[config.mk]
export PLATFORM = sky130hd
export DESIGN_NAME = fir_mac_tdm
export DESIGN_NICKNAME = d
export VERILOG_FILES = /design/src/rtl/fir_mac_pkg.sv /design/src/rtl/fir_tap_line.sv /design/src/rtl/fir_mac_tdm.sv
export SDC_FILE = /design/constraint.sdc
export NUM_CORES = 1
export LEC_CHECK = 0
export ABC_AREA = 1
export BUFFER_PORTS_ARGS = -buffer_cell sky130_fd_sc_hd__buf_4
export CORE_AREA = 5 5 116 129
export CTS_CLUSTER_DIAMETER = 80
export DETAILED_ROUTE_END_ITERATION = 12
export DIE_AREA = 0 0 121 134
export GPL_TIMING_DRIVEN = 1
export PLACE_DENSITY = 0.71
export SKIP_CTS_REPAIR_TIMING = 1
export SLEW_MARGIN = 5
export SYNTH_ARGS = -nofsm -noshare
export SYNTH_HDL_FRONTEND = slang
export SYNTH_SLANG_ARGS = --single-unit
[constraint.sdc]
create_clock -name clock -period 5.9 [get_ports clock]
set_input_delay 1.475 -clock clock [delete_from_list [all_inputs] [get_ports clock]]
set_output_delay 1.475 -clock clock [all_outputs]
set_load 0.01 [all_outputs]
[src/rtl/fir_mac_pkg.sv]
// Shared types and width helpers for the time-multiplexed FIR MAC engine.
package fir_mac_pkg;

  typedef enum logic [1:0] {
    IDLE = 2'd0,
    MAC  = 2'd1,
    DONE = 2'd2
  } state_t;

  // Accumulator width that can hold ORDER+1 full-scale products without overflow.
  function automatic int acc_w(input int sample_w, input int coef_w, input int order);
    return sample_w + coef_w + $clog2(order + 1);
  endfunction

  // Width of a tap index covering 0..order.
  function automatic int tap_idx_w(input int order);
    return (order < 1) ? 1 : $clog2(order + 1);
  endfunction

  // Width of a channel index; never narrower than one bit.
  function automatic int ch_idx_w(input int channels);
    return (channels <= 1) ? 1 : $clog2(channels);
  endfunction

  localparam int DEF_ORDER     = 4;
  localparam int DEF_SAMPLE_W  = 6;
  localparam int DEF_COEF_W    = 5;
  localparam int DEF_CHANNELS  = 2;
  localparam int DEF_TAP_IDX_W = tap_idx_w(DEF_ORDER);
  localparam int DEF_CH_IDX_W  = ch_idx_w(DEF_CHANNELS);

endpackage

[src/rtl/fir_tap_line.sv]
// Per-channel sample history: ORDER+1 deep shift register with a tap read mux.
// taps[0] is the newest sample x[n], taps[k] is x[n-k].
module fir_tap_line
  import fir_mac_pkg::*;
#(
  parameter int ORDER    = DEF_ORDER,
  parameter int SAMPLE_W = DEF_SAMPLE_W,
  localparam int TAP_W   = tap_idx_w(ORDER)
) (
  input  logic                clock,
  input  logic                reset,
  input  logic                shift_en,
  input  logic [SAMPLE_W-1:0] din,
  input  logic [TAP_W-1:0]    rd_idx,
  output logic [SAMPLE_W-1:0] tap
);

  logic [SAMPLE_W-1:0] taps [ORDER+1];

  // Shift a new sample in at tap 0; the oldest sample falls off the end.
  always_ff @(posedge clock or posedge reset) begin
    if (reset) begin
      for (int i = 0; i <= ORDER; i++) taps[i] <= '0;
    end else if (shift_en) begin
      taps[0] <= din;
      for (int i = 1; i <= ORDER; i++) taps[i] <= taps[i-1];
    end
  end

  // Select the tap currently being multiplied.
  always_comb begin
    tap = '0;
    for (int i = 0; i <= ORDER; i++) begin
      if (rd_idx == TAP_W'(i)) tap = taps[i];
    end
  end

endmodule

[src/rtl/fir_mac_tdm.sv]
// Time-multiplexed multi-channel FIR MAC: one multiplier walks taps 0..ORDER
// serially for each accepted sample, with valid/ready on input and output.
// Optional build macro FIR_MAC_SAT_EN: saturate out_data to 2^OUT_W-1 instead
// of keeping the accumulator's low OUT_W bits.
module fir_mac_tdm
  import fir_mac_pkg::*;
#(
  parameter int ORDER    = DEF_ORDER,
  parameter int SAMPLE_W = DEF_SAMPLE_W,
  parameter int COEF_W   = DEF_COEF_W,
  parameter int CHANNELS = DEF_CHANNELS,
  parameter int ACC_W    = acc_w(SAMPLE_W, COEF_W, ORDER),
  parameter int OUT_W    = ACC_W,
  localparam int TAP_W   = tap_idx_w(ORDER),
  localparam int CH_W    = ch_idx_w(CHANNELS)
) (
  input  logic                clock,
  input  logic                reset,
  input  logic                in_valid,
  output logic                in_ready,
  input  logic [CH_W-1:0]     in_ch,
  input  logic [SAMPLE_W-1:0] in_data,
  input  logic                coef_we,
  input  logic [TAP_W-1:0]    coef_addr,
  input  logic [COEF_W-1:0]   coef_data,
  output logic                out_valid,
  input  logic                out_ready,
  output logic [CH_W-1:0]     out_ch,
  output logic [OUT_W-1:0]    out_data,
  output logic                err
);

  localparam int PROD_W = SAMPLE_W + COEF_W;

  state_t               state;
  logic [TAP_W-1:0]     tap_idx;
  logic [CH_W-1:0]      cur_ch;
  logic [ACC_W-1:0]     acc;
  logic [COEF_W-1:0]    coef [ORDER+1];
  logic [SAMPLE_W-1:0]  tap_bus [CHANNELS];
  logic [SAMPLE_W-1:0]  tap_sel;
  logic [COEF_W-1:0]    coef_sel;
  logic [PROD_W-1:0]    prod;
  logic [ACC_W-1:0]     acc_sum;
  logic                 in_hs;
  logic                 ch_ok;
  logic                 coef_ok;
  logic                 last_tap;

  // Narrow the accumulator to the output width (saturate or wrap).
  function automatic logic [OUT_W-1:0] reduce_acc(input logic [ACC_W-1:0] a);
`ifdef FIR_MAC_SAT_EN
    logic [ACC_W-1:0] lim;
    lim = ACC_W'({OUT_W{1'b1}});
    if (a > lim) return '1;
    return a[OUT_W-1:0];
`else
    return a[OUT_W-1:0];
`endif
  endfunction

  assign in_ready = (state == IDLE);
  assign in_hs    = in_valid & in_ready;
  assign ch_ok    = ({1'b0, in_ch} < (CH_W+1)'(CHANNELS));
  assign coef_ok  = (coef_addr <= TAP_W'(ORDER));
  assign last_tap = (tap_idx == TAP_W'(ORDER));

  // One history line per channel; only the addressed channel shifts on a handshake.
  for (genvar c = 0; c < CHANNELS; c++) begin : g_line
    fir_tap_line #(
      .ORDER    (ORDER),
      .SAMPLE_W (SAMPLE_W)
    ) u_line (
      .clock    (clock),
      .reset    (reset),
      .shift_en (in_hs & ch_ok & (in_ch == CH_W'(c))),
      .din      (in_data),
      .rd_idx   (tap_idx),
      .tap      (tap_bus[c])
    );
  end

  // Route the active channel's tap and the matching coefficient to the multiplier.
  always_comb begin
    tap_sel = '0;
    for (int c = 0; c < CHANNELS; c++) begin
      if (cur_ch == CH_W'(c)) tap_sel = tap_bus[c];
    end
    coef_sel = '0;
    for (int k = 0; k <= ORDER; k++) begin
      if (tap_idx == TAP_W'(k)) coef_sel = coef[k];
    end
  end

  assign prod    = {{COEF_W{1'b0}}, tap_sel} * {{SAMPLE_W{1'b0}}, coef_sel};
  assign acc_sum = acc + ACC_W'(prod);

  // Coefficient bank: writes land only while idle, so a write in the handshake
  // cycle is already visible to the first MAC cycle.
  always_ff @(posedge clock or posedge reset) begin
    if (reset) begin
      for (int k = 0; k <= ORDER; k++) coef[k] <= '0;
    end else if (state == IDLE && coef_we && coef_ok) begin
      for (int k = 0; k <= ORDER; k++) begin
        if (coef_addr == TAP_W'(k)) coef[k] <= coef_data;
      end
    end
  end

  // Control FSM with accumulator and registered output.
  always_ff @(posedge clock or posedge reset) begin
    if (reset) begin
      state     <= IDLE;
      tap_idx   <= '0;
      cur_ch    <= '0;
      acc       <= '0;
      out_valid <= 1'b0;
      out_data  <= '0;
      out_ch    <= '0;
      err       <= 1'b0;
    end else begin
      err <= 1'b0;
      case (state)
        IDLE: begin
          if (in_valid) begin
            if (ch_ok) begin
              cur_ch  <= in_ch;
              acc     <= '0;
              tap_idx <= '0;
              state   <= MAC;
            end else begin
              err <= 1'b1;
            end
          end
        end
        MAC: begin
          acc <= acc_sum;
          if (last_tap) begin
            out_data  <= reduce_acc(acc_sum);
            out_ch    <= cur_ch;
            out_valid <= 1'b1;
            state     <= DONE;
          end else begin
            tap_idx <= tap_idx + TAP_W'(1);
          end
        end
        DONE: begin
          if (out_ready) begin
            out_valid <= 1'b0;
            state     <= IDLE;
          end
        end
        default: state <= IDLE;
      endcase
      if (coef_we && state != IDLE) err <= 1'b1;
    end
  end

endmodule

==> impl_metrics.ini <==
[worst_setup_path]
start_kind = flip-flop
rrSetupSlack_ps = 630
critPathArrivalTime_ps = 5580
r2r-start = tap_idx[1]
crit_path_end_kind = flip-flop
r2r_end = out_data[8]
reg2reg_depth = 21
path_max_fanout = 25
required_ps = 6210
worstSetupPathType = flip-flop to flip-flop

[place]
place_ws_ps = 668.7
port-buffer-count = 37
dp_hpwl_mm = 11.38
place_congestion = 0.9101
place_area_um2 = 7545

[die]
top_level_ports = 38
die_area_um2 = 16210
initial_core_util_pct = 53.17
fp.dieH_um = 134
num_rows = 45
die_w_um = 121
coreArea_um2 = 13570

[final_layout]
layout-drive-gt1-share_pct = 11.24
area.growth.synth_to_final_pct = 13.67
finish.utilization_pct = 60.43
final_common_cell = nand2_1
design_area_um2 = 8200
final_nets = 1015
diodes = 0
final_cell_mix = nand2_1, inv_1, dfrtp_1, o21ai_0, nor2_1

[drt]
wirelength_mm = 15.88
ant_nets = 0
dr.pass1.iters = 5
via_per_inst = 5.001
dr_total_vias = 5746
drt_iter0_markers = 342
wire_per_inst_um = 13.82
post-route-drc-count = 0

[sta]
finClkSkew_ps = 6.899
drv_slew = 0
finalHoldViolCount = 0
max_slew_margin_pct = 30.92
timing.fmax_mhz = 189.7
worst_slack_ps = 628.6
fin_tns_setup_ps = 0
fin_crit_sh_pct = 89.35
setup_viol = 0
rsz0062_at_grt = no
min_period_ps = 5271
worstMarginPinSlew_ps = 1032

[clock_tree]
cts_tree = done
cts_buffers = 17
clock-sinks = 122
clk_pin_slew_ps = 60
htreeDepth = 4
cts_root_buf = clkbuf_16
insertion_delay_ps = 420
clk_path_buf_depth = 2

[status]
status = finished, final reports clean

[synth]
synth.top_cell.area_share_pct = 42.32
yosys.area.top_type = dfrtp_1
synth-seq-area-share_pct = 42.32
synth-seq-cells = 122
syn-num-nets = 985
netlist_top_cells_area = dfrtp_1, nand2_1, inv_1
yosysWarnings = 0
yosysUniqueCellTypes = 36
avgSynthCellArea_um2 = 7.859
synthCells = 918
syn-cell-area_um2 = 7214

[global_routing]
grt_pass1_vias = 5578
grt_start_max_net_pins = 58
grt_pass1_wl_mm = 27.34
grtUsageTotal_pct = 21.09
antenna_found_initial = 0
grt-ovfl-total = 0

[hold_path]
min-delay-start = out_data[11]
hold_depth = 2
holdPathEnd = out_data[11]
min_path_type = flip-flop to flip-flop

[flow_run]
max_cap_violations = 0
==> sequential cells by signal, indices dropped and copies added, names as in the netlist, 2 cells and up <==
name,count
out_data,14
state,2
g_line.u_line.taps,60
acc,14
coef,25
tap_idx,3
==> metrics by stage <==
| step | hold WS (ps) | instances |
|---|---|---|
| global placement | 460.8 | 1117 |
| CTS | 482.5 | 1149 |
| floorplan | 446.1 | 918 |
| finish | 475.9 | 1149 |
| global route | 504.6 | 1149 |
| detailed placement | 466.7 | 1117 |
==> worst max-delay path, stage by stage (launching register included) <==
cell and delay (ps):
dfrtp_1 390, inv_1 100, ha_1 690, inv_1 220
nor2_1 270, nand2_1 80, nand3_1 110, nand3_1 130
a21oi_2 230, nand3_1 130, fa_1 530, fa_1 520
fa_1 540, inv_1 40, ha_1 360, nand3_1 120
nand3_1 130, nand2_1 90, nand2_1 60, or2_2 290
nand3_1 70, nand2_1 50
==> cell usage after synthesis (all sizes together) <==
library cell / number
o21bai: 1
o21ai: 110
xnor2: 2
mux2: 4
fa: 21
clkinv: 1
buf: 28
nand3: 71
ha: 26
nand4: 7
dfrtp: 122
nand2: 267
o22ai: 4
clkbuf: 3
xor2: 1
a21boi: 1
nand3b: 3
nor2: 82
a21oi: 23
inv: 136
or2: 5
==> worst max-delay path by stage <==
stage               slack (ps)           to  startpoint  cells past startpoint
floorplan                 1180       acc[0]       reset                      1
global placement           710  out_data[8]  tap_idx[1]                     21
detailed placement         670       acc[8]  tap_idx[1]                     21
CTS                        620  out_data[8]  tap_idx[1]                     21
global route               120  out_data[8]  tap_idx[1]                     21
finish                     630  out_data[8]  tap_idx[1]                     21
==> final cells by class <==
cell class	count	area, µm²
Fill cell	1256	5369
Multi-Input combinational cell	628	3422
Sequential cell	122	3053
Inverter	137	519.2
Clock buffer	23	498.0
Timing Repair Buffer	42	315.3
Tap cell	188	235.2
Clock inverter	9	157.7
==> kinds of logic after synthesis <==
kind of cell | Yosys count | share of synthesized area [%]
simple gates | 435 | 25.93
buf+inv | 168 | 10.28
compound gates | 139 | 9.938
flops | 122 | 42.32
fa+ha+maj | 47 | 10.34
mux | 4 | 0.8325
xor+xnor | 3 | 0.3643
==> routing by layer <==
metal / track usage [%] / vias up / wire (µm)
li1: - / 2934 / -
met1: 27.53 / 2657 / 7153
met2: 34.63 / 126 / 7686
met3: 3.754 / 29 / 609
met4: 8.942 / 0 / 427
met5: 0 / - / 0
Power is left out: the tool's default activity adds up to more than one toggle a clock period on the data nets, which glitch-free logic cannot reach.
